## config.mk

```make
export PLATFORM = sky130hd
export DESIGN_NAME = niu32_io_responder
export DESIGN_NICKNAME = d
export VERILOG_FILES = /design/src/rtl/niu32_pkg.sv /design/src/rtl/niu32_sync2.sv /design/src/rtl/niu32_io_responder.sv
export SDC_FILE = /design/constraint.sdc
export NUM_CORES = 1
export LEC_CHECK = 0
export CORE_MARGIN = 3
export CORE_UTILIZATION = 40
export CTS_BUF_LIST = sky130_fd_sc_hd__clkbuf_4 sky130_fd_sc_hd__clkbuf_8
export CTS_CLUSTER_DIAMETER = 150
export DETAILED_ROUTE_END_ITERATION = 8
export GPL_ROUTABILITY_DRIVEN = 1
export PLACE_DENSITY = 0.79
export SYNTH_ARGS = -nofsm -noshare
export SYNTH_HDL_FRONTEND = slang
export SYNTH_HIERARCHICAL = 1
export SYNTH_SLANG_ARGS = --single-unit
```

## constraint.sdc

```tcl
create_clock -name clk -period 1.8 [get_ports clk]
set_clock_uncertainty 0.1 [all_clocks]
set_input_delay 0.36 -clock clk [delete_from_list [all_inputs] [get_ports clk]]
set_output_delay 0.36 -clock clk [all_outputs]
set_load 0.01 [all_outputs]
```

## src/rtl/niu32_pkg.sv

```systemverilog
`default_nettype none
// ============================================================================
// Module   : niu32_pkg
// Purpose  : Shared word size, memory-mapped I/O addresses and register
//            selector used by the CPU and the I/O responder.
// Revision : 1.0 - initial release
// ============================================================================
package niu32_pkg;

    localparam int          c_word_size   = 32;
    localparam logic [31:0] c_addr_hex    = 32'hFFFF0000;
    localparam logic [31:0] c_addr_ledr   = 32'hFFFF0020;
    localparam logic [31:0] c_addr_ledg   = 32'hFFFF0040;
    localparam logic [31:0] c_addr_key    = 32'hFFFF0100;
    localparam logic [31:0] c_addr_switch = 32'hFFFF0120;

    typedef enum logic [2:0] {
        IO_NONE   = 3'd0,
        IO_HEX    = 3'd1,
        IO_LEDR   = 3'd2,
        IO_LEDG   = 3'd3,
        IO_KEY    = 3'd4,
        IO_SWITCH = 3'd5
    } io_reg_e;

endpackage
`default_nettype wire

```

## src/rtl/niu32_sync2.sv

```systemverilog
`default_nettype none
// ============================================================================
// Module   : niu32_sync2
// Purpose  : Two-flop synchronizer for asynchronous board inputs.
// Revision : 1.0 - initial release
// ============================================================================
module niu32_sync2
    import niu32_pkg::*;
#(
    parameter int               WIDTH     = 1,
    parameter logic [WIDTH-1:0] RESET_VAL = '0
) (
    input  logic             clk,
    input  logic             reset,
    input  logic [WIDTH-1:0] d,
    output logic [WIDTH-1:0] q
);

    logic [WIDTH-1:0] r_meta;
    logic [WIDTH-1:0] r_sync;

    always_ff @(posedge clk or posedge reset) begin
        if (reset) begin
            r_meta <= RESET_VAL;
            r_sync <= RESET_VAL;
        end else begin
            r_meta <= d;
            r_sync <= r_meta;
        end
    end

    assign q = r_sync;

endmodule
`default_nettype wire

```

## src/rtl/niu32_io_responder.sv

```systemverilog
`default_nettype none
// ============================================================================
// Module   : niu32_io_responder
// Purpose  : Memory-mapped board I/O: HEX/LED output registers, key edge
//            capture and switch readback, single-cycle acked CPU access.
// Revision : 1.0 - initial release
// ============================================================================
module niu32_io_responder
    import niu32_pkg::*;
#(
    parameter int                   WORD_SIZE   = c_word_size,
    parameter logic [WORD_SIZE-1:0] ADDR_HEX    = c_addr_hex,
    parameter logic [WORD_SIZE-1:0] ADDR_LEDR   = c_addr_ledr,
    parameter logic [WORD_SIZE-1:0] ADDR_LEDG   = c_addr_ledg,
    parameter logic [WORD_SIZE-1:0] ADDR_KEY    = c_addr_key,
    parameter logic [WORD_SIZE-1:0] ADDR_SWITCH = c_addr_switch
) (
    input  logic                 clk,
    input  logic                 reset,
    input  logic [WORD_SIZE-1:0] addr,
    input  logic [WORD_SIZE-1:0] wdata,
    input  logic                 we,
    input  logic                 re,
    output logic                 io_sel,
    output logic [WORD_SIZE-1:0] rdata,
    output logic                 ack,
    input  logic [3:0]           key_n,
    input  logic [9:0]           sw,
    output logic [15:0]          hex_val,
    output logic [9:0]           ledr,
    output logic [7:0]           ledg
);

    logic [3:0]           w_key_sync;
    logic [9:0]           w_sw_sync;
    logic [3:0]           w_key_lvl;
    logic [3:0]           w_key_set;
    logic [3:0]           w_key_clr;
    io_reg_e              w_sel;
    logic [WORD_SIZE-1:0] w_rd_data;
    logic [WORD_SIZE-1:0] w_unused_wdata;

    logic                 r_ack;
    logic [WORD_SIZE-1:0] r_rdata;
    logic [15:0]          r_hex;
    logic [9:0]           r_ledr;
    logic [7:0]           r_ledg;
    logic [3:0]           r_key_edge;
    logic [3:0]           r_key_prev;
    logic [2:0]           r_settle;

    niu32_sync2 #(.WIDTH(4), .RESET_VAL(4'hF)) u_key_sync (
        .clk   (clk),
        .reset (reset),
        .d     (key_n),
        .q     (w_key_sync)
    );

    niu32_sync2 #(.WIDTH(10), .RESET_VAL(10'h000)) u_sw_sync (
        .clk   (clk),
        .reset (reset),
        .d     (sw),
        .q     (w_sw_sync)
    );

    assign w_key_lvl      = ~w_key_sync;
    assign io_sel         = (addr[WORD_SIZE-1 -: 16] == 16'hFFFF);
    assign w_unused_wdata = wdata;

    always_comb begin
        w_sel = IO_NONE;
        if      (addr == ADDR_HEX)    w_sel = IO_HEX;
        else if (addr == ADDR_LEDR)   w_sel = IO_LEDR;
        else if (addr == ADDR_LEDG)   w_sel = IO_LEDG;
        else if (addr == ADDR_KEY)    w_sel = IO_KEY;
        else if (addr == ADDR_SWITCH) w_sel = IO_SWITCH;
    end

    always_comb begin
        w_rd_data = '0;
        case (w_sel)
            IO_HEX:    w_rd_data[15:0] = r_hex;
            IO_LEDR:   w_rd_data[9:0]  = r_ledr;
            IO_LEDG:   w_rd_data[7:0]  = r_ledg;
            IO_KEY:    w_rd_data[7:0]  = {r_key_edge, w_key_lvl};
            IO_SWITCH: w_rd_data[9:0]  = w_sw_sync;
            default:   w_rd_data       = '0;
        endcase
    end

    // Edges are ignored until the synchronizer has flushed its reset value
    // and r_key_prev holds a real sample, so a key held through reset is not
    // mistaken for a fresh press.
    assign w_key_set = r_settle[2] ? (w_key_lvl & ~r_key_prev) : 4'b0000;
    assign w_key_clr = (we && (w_sel == IO_KEY)) ? wdata[7:4] : 4'b0000;

    always_ff @(posedge clk or posedge reset) begin
        if (reset) begin
            r_ack      <= 1'b0;
            r_rdata    <= '0;
            r_hex      <= '0;
            r_ledr     <= '0;
            r_ledg     <= '0;
            r_key_edge <= '0;
            r_key_prev <= '0;
            r_settle   <= '0;
        end else begin
            r_ack      <= re | we;
            r_rdata    <= (re && !we) ? w_rd_data : '0;
            r_key_prev <= w_key_lvl;
            r_settle   <= {r_settle[1:0], 1'b1};
            // set has priority over a same-cycle clear
            r_key_edge <= (r_key_edge & ~w_key_clr) | w_key_set;
            if (we) begin
                case (w_sel)
                    IO_HEX:  r_hex  <= wdata[15:0];
                    IO_LEDR: r_ledr <= wdata[9:0];
                    IO_LEDG: r_ledg <= wdata[7:0];
                    default: ;
                endcase
            end
        end
    end

    assign ack     = r_ack;
    assign rdata   = r_rdata;
    assign hex_val = r_hex;
    assign ledr    = r_ledr;
    assign ledg    = r_ledg;

endmodule
`default_nettype wire

```

### Yosys cells after proc, flatten, opt, wreduce, memory -nomap -nowiden

Index checks and enable logic that the tools add are counted.

| word-level totals | value |
|---|---|
| bits in registers | 90 |
| output and inout bits | 68 |

| operators by class | value |
|---|---|
| eq/ne operators | 11 |
| mux-type cells | 11 |
| bitwise gates (word level) | 7 |
| reduce and logical (&&, ||, !) cells | 6 |

Operators by type and width:

| operator | count |
|---|---|
| $eq 32x32->1 const B | 5 |
| $pmux 8 s5 | 1 |
| $eq 16x16->1 const B | 1 |
| $mux 16 | 1 |
| $mux 3 | 5 |
| $not 4->4 | 3 |
| $and 4x4->4 | 2 |
| $mux 4 | 2 |
| $eq 3x2->1 const B | 2 |
| $eq 3x3->1 const B | 2 |
| $mux 6 | 1 |
| $pmux 2 s3 | 1 |
| $reduce_and 2->1 | 3 |
| $or 4x4->4 | 1 |
| $eq 3x1->1 const B | 1 |
| $logic_and 1x1->1 | 2 |
| $logic_not 1->1 | 1 |
| $or 1x1->1 | 1 |

### Logic depth before layout (Yosys ltp)

| logic depth | value |
|---|---|
| depth after elaboration | 12 |
| gate-level depth with buffers | 6 |
| depth with buffers taken out | 4 |

### Hierarchy

Netlist, hierarchy kept.

Modules (own cells, without submodules):

| module | instances | cells each | area an instance (µm²) | seq. area each (µm²) |
|---|---|---|---|---|
| niu32_io_responder | 1 | 244 | 2867.8 | 1551.5 |
| niu32_sync2 at u_sw_sync | 1 | 21 | 504.2 | 500.5 |
| niu32_sync2 at u_key_sync | 1 | 9 | 214.0 | 210.2 |

### Worst setup path after synthesis

OpenSTA, ideal clock, no wires.

| timing path | value |
|---|---|
| path type | in2reg |
| start | input port addr[18] |
| end | register r_hex[0] (netlist: hex_val[0]) |
| library setup time | 0.128 ns |
| arrival | 1.689 ns |
| setup slack | -0.116 ns |
| cell stages on the path | 5 |
| cell sequence | nand4_1 nor4_1 nand4b_2 buf_2 mux2_1 |

| between the ends | value |
|---|---|
| word-level cells in the longest chain between the ends | 8 |
| elaborated cells between the ends (all ways) | 12 |
| classes of those cells | eq/ne (6); mux (5); reduce/logical (1) |

RTL lines:

| item | line | source |
|---|---|---|
| start: declaration | niu32_io_responder.sv:20 | `input logic [WORD_SIZE-1:0] addr,` |
| $eq 32x32->1 | niu32_io_responder.sv:76 | `else if (addr == ADDR_SWITCH) w_sel = IO_SWITCH;` |
| $mux 3 | niu32_io_responder.sv:76 |  |
| $mux 3 | niu32_io_responder.sv:75 | `else if (addr == ADDR_KEY) w_sel = IO_KEY;` |
| $mux 3 | niu32_io_responder.sv:74 | `else if (addr == ADDR_LEDG) w_sel = IO_LEDG;` |
| $mux 3 | niu32_io_responder.sv:73 | `else if (addr == ADDR_LEDR) w_sel = IO_LEDR;` |
| $mux 3 (*) | niu32_io_responder.sv:72 | `if (addr == ADDR_HEX) w_sel = IO_HEX;` |
| $eq 3x1->1 (*) | niu32_io_responder.sv:115 | `case (w_sel)` |
| $reduce_and 2->1 (no line) (*) | -- |  |
| end signal: assignment | niu32_io_responder.sv:116 | `IO_HEX: r_hex <= wdata[15:0];` |
| end: declaration | niu32_io_responder.sv:45 | `logic [15:0] r_hex;` |

Every way passes the cells marked *; elsewhere a longest branch is shown, timed or not.
A chain may end at the register's enable or synchronous reset.

### Final worst setup path

| timing path | value |
|---|---|
| start | input port addr[7] |
| end | register r_ledg[2] (netlist: ledg[2]) |

| between the ends | value |
|---|---|
| word-level cells in the longest chain between the ends | 8 |
| elaborated cells between the ends (all ways) | 12 |
| classes of those cells | eq/ne (6); mux (5); reduce/logical (1) |

RTL lines:

| item | line | source |
|---|---|---|
| $eq 32x32->1 | niu32_io_responder.sv:76 |  |
| $mux 3 | niu32_io_responder.sv:76 |  |
| $mux 3 | niu32_io_responder.sv:75 |  |
| $mux 3 | niu32_io_responder.sv:74 |  |
| $mux 3 | niu32_io_responder.sv:73 |  |
| $mux 3 (*) | niu32_io_responder.sv:72 |  |
| $eq 3x2->1 (*) | niu32_io_responder.sv:115 |  |
| $reduce_and 2->1 (no line) (*) | -- |  |
| end signal: assignment | niu32_io_responder.sv:118 | `IO_LEDG: r_ledg <= wdata[7:0];` |
| end: declaration | niu32_io_responder.sv:47 | `logic [7:0] r_ledg;` |

Marks and branches as above.

==> summary.md <==
| Metric | Value |
|---|---|
| Crit path max fanout | `8` |
| Boundary pin count | `150` |
| Antenna cells | `0` |
| Crit. Startpoint | `addr[7]` |
| CP most frequent cell | `and4_4` |
| Hold WC Path Type | `reg -> reg` |
| CTS max path bufs | `2` |
| GR Overflow Total | `0` |
| Final hold slack | `254 ps` |
| Die W | `101 um` |
| Die H | `101 um` |
| Slowest cell on crit path | `and4_4` |
| Arr. time, crit path | `roughly 1900 ps` |
| Tot GR Track Use | `19.0%` |
| Worst VDD drop | `0.529 mV` |
| DR vias | `2776` |
| Clock Root Buffer | `clkbuf_8` |
| Unrepaired setup endpoints after global routing | `yes` |
| Mux contribution to synthesized area | `12.4%` |
| P&R area growth vs syn | `53.6%` |
| H-tree depth | `3` |
| Worst R2R Start | `hex_val[5]` |
| Final Hold Viols | `0` |
| Final Wtd Congestion | `0.829` |
| Hold Path Origin | `r_settle[0]` |
| Multi-input gate area | `0.00132 mm^2` |
| Post-route cell area | `0.00551 mm^2` |
| Vias in the first global route | `2835` |
| FMAX | `562 MHz` |
| Register area | `0.00226 mm^2` |
| Compound-Gate Fraction of Synth Area | `7.12%` |
| Number of flops mapped to enable cells by yosys | `0` |
| Simple-gate share of the synthesized area | `a little under an eighth` |
| # nets final | `511` |
| Via-to-Cell Ratio | `around 5.2` |
| CP Capture Type | `flip-flop` |
| Synthesized flop and latch total | `90` |
| Data required time at the worst endpoint | `1950 ps` |
| Site Rows | `33` |
| Core box area | `0.00846 mm^2` |
| Largest family of logic cells by synthesized area | `multiplexers` |
| Initial antenna violation count | `0` |
| Post-DP HPWL | `6630 um` |
| Post-synthesis async set-or-reset flop share | `between 90% and 100%` |
| Sequential-to-total area share from yosys stat | `63.1%` |
| Share of cells above drive strength 1 | `30.9%` |
| Synth warn | `6` |
| Post-Syn Instances | `274` |
| CTS tree | `done` |
| Slew Limit Fails | `0` |
| Final Cycle Share | `98.8%` |
| Clk slew on worst S/H paths | `90 ps` |
| Total CTS buffers | `9` |
| Inst Count DP | `517` |
| Port Buf Inserts | `117` |
| Run status | `finished clean` |
| Met2 wire len | `slightly below 5000 um` |
| Yosys cell types | `38` |
| Cell Chain, Critical Path | `dlygate4sd2_1 > nor4_2 > and4_4 > and4_4 > buf_12 > mux2_4` |
| Drt drc | `0` |
| Die Area | `0.0101 mm^2` |
| Mapped Area | `about 0.0036 mm^2` |
| Antenna-violating nets left | `0` |
| Max cap viols | `0` |
| Highest routed layer | `met4` |
| Worst setup SP type | `input port` |
| Met1 Wirelength | `3910 um` |
| Min Tclk post-route | `1780 ps` |
| Clock sinks | `90` |
| Fillers | `628` |
| WL per Instance | `18.5 um` |
| 1st-iter DRT viols | `141` |
| Routed wl met3 | `roughly 1000 um` |
| Syn Area/Cell | `13.1 um^2` |
| Largest stage delay, worst path | `between 300 and 400 ps` |
| XOR/XNOR Fraction of Synth Area | `0%` |
| Most used flip-flop cell after synthesis | `dfrtp_1` |
| Pin count of the biggest net entering global routing | `63` |
| Crit Path Class | `in -> reg` |
| Starting Density | `a little over two fifths` |
| Layout Cells excl Fill | `539` |
| Placed Area | `slightly above 0.005 mm^2` |
| Synth Area in Adders | `0%` |
| Pre-antenna DRT Iters | `4` |
| Final WL | `9970 um` |
| Skew-Pair Late Insertion Delay | `360 ps` |
| LEAKAGE | `0.00305 uW` |
| Final setup viols | `0` |
| First-pass GRT wire length | `14700 um` |
| PD cells | `around 700 mW/mm^2` |
[routing by layer]
metal / GRT usage (%) / vias to the layer above
met3: 6.37 / 11
met1: 24.4 / 1377
met4: 5.80 / 0
met5: 0 / -
met2: 30.6 / 156
li1: - / 1232
[final timing paths]
check                                      end  slack (ps)  cells after the start
setup / recovery                       ledg[2]          20                      6
hold / removal                     r_settle[1]         250                      0
setup reg to reg                      rdata[5]         470                      5
hold reg to reg                    r_settle[1]         250                      0
max in group asynchronous          hex_val[12]         940                      3
min in group asynchronous  u_sw_sync/r_meta[6]         340                      3
[power by group]
part           switching (uW)  internal, uW  leakage [uW]
clock network             750           792      0.000110
logic                     164           181       0.00179
registers                16.1          2070       0.00114
[per-stage QoR]
step,TNS (ps),worst slack [ps],utilization [%],power [uW]
final,0,21.9,65.1,3970
after global routing,-71.6,-17.6,65.1,4110
after CTS,0,1.64,62.9,3990
after detailed placement,-36180,-894,59.9,2470
after global placement,-34200,-874,59.9,2470
after floorplan,-424,-39.0,-,2260
[cell type report]
class	count	share of cell area, %
Clock inverter	7	1.80
Timing Repair Buffer	157	27.9
Sequential cell	90	41.1
Tap cell	105	2.39
Multi-Input combinational cell	163	23.9
Clock buffer	9	2.25
Inverter	8	0.613
[flip-flops by register name, indices dropped and copies added, names as in the netlist, 3 cells and up]
register / cells
hex_val: 16
ledg: 8
ledr: 10
r_key_edge: 4
r_key_prev: 4
r_settle: 3
rdata: 16
u_key_sync/q: 4
u_key_sync/r_meta: 4
u_sw_sync/q: 10
u_sw_sync/r_meta: 10
[repair_timing]
| item | 4_1_cts | 5_1_grt |
|---|---|---|
| cloned | 0 | 1 |
| setup endpoints to repair | 56 | 75 |
| hold buffers | 0 | 0 |
| buffers inserted | 3 | 3 |
| resized for setup | 77 | 56 |
| pin swaps | 15 | 10 |
[synth_stat cells (2+ instances only)]
cell | count | area share, %
a2bb2oi_1 | 4 | 0.98
dfstp_2 | 8 | 5.9
mux2_2 | 26 | 8.2
nor4_1 | 5 | 0.87
nor2_1 | 17 | 1.8
a22oi_1 | 10 | 2.1
buf_2 | 2 | 0.28
nand4_1 | 6 | 1.0
and4_1 | 2 | 0.49
inv_1 | 8 | 0.84
nand2_1 | 16 | 1.7
and2_1 | 11 | 1.9
buf_4 | 16 | 3.3
nor2b_1 | 3 | 0.52
mux2i_1 | 4 | 1.1
o22ai_1 | 4 | 0.70
mux2_1 | 10 | 3.1
clkbuf_1 | 8 | 0.84
dfrtp_1 | 82 | 57
a211o_1 | 4 | 0.98
o21a_1 | 4 | 0.84
o31ai_1 | 4 | 0.84
a21oi_1 | 4 | 0.56
conb_1 | 2 | 0.21
[logic make-up after synthesis]
kind of cell           Yosys count
other                            2
DFF                             90
buffers and inverters           36
AOI/OAI and AO/OA               35
and+or+nand+nor                 71
muxes                           40
[placed cells by master (no fill, tap or decap), types with 5 or more instances in the layout]
cell type and instances:
mux2_2 18, nand2_1 16, inv_1 6, buf_6 6, buf_4 35, dlymetal6s2s_1 29
a22oi_1 10, nor2_1 16, conb_1 17, clkbuf_2 5, dlygate4sd2_1 8, clkbuf_8 9
dfstp_2 8, dfrtp_1 82, buf_2 7, clkdlybuf4s50_1 61, and2_1 11, mux2_4 15
nand4_1 6
[worst max-delay path, delay by kind of cell]
family	cells	cell delay [ps]
simple gates	3	840
buf+inv	2	410
mux	1	300
No activity file was read; power rests on OpenSTA's default activity.
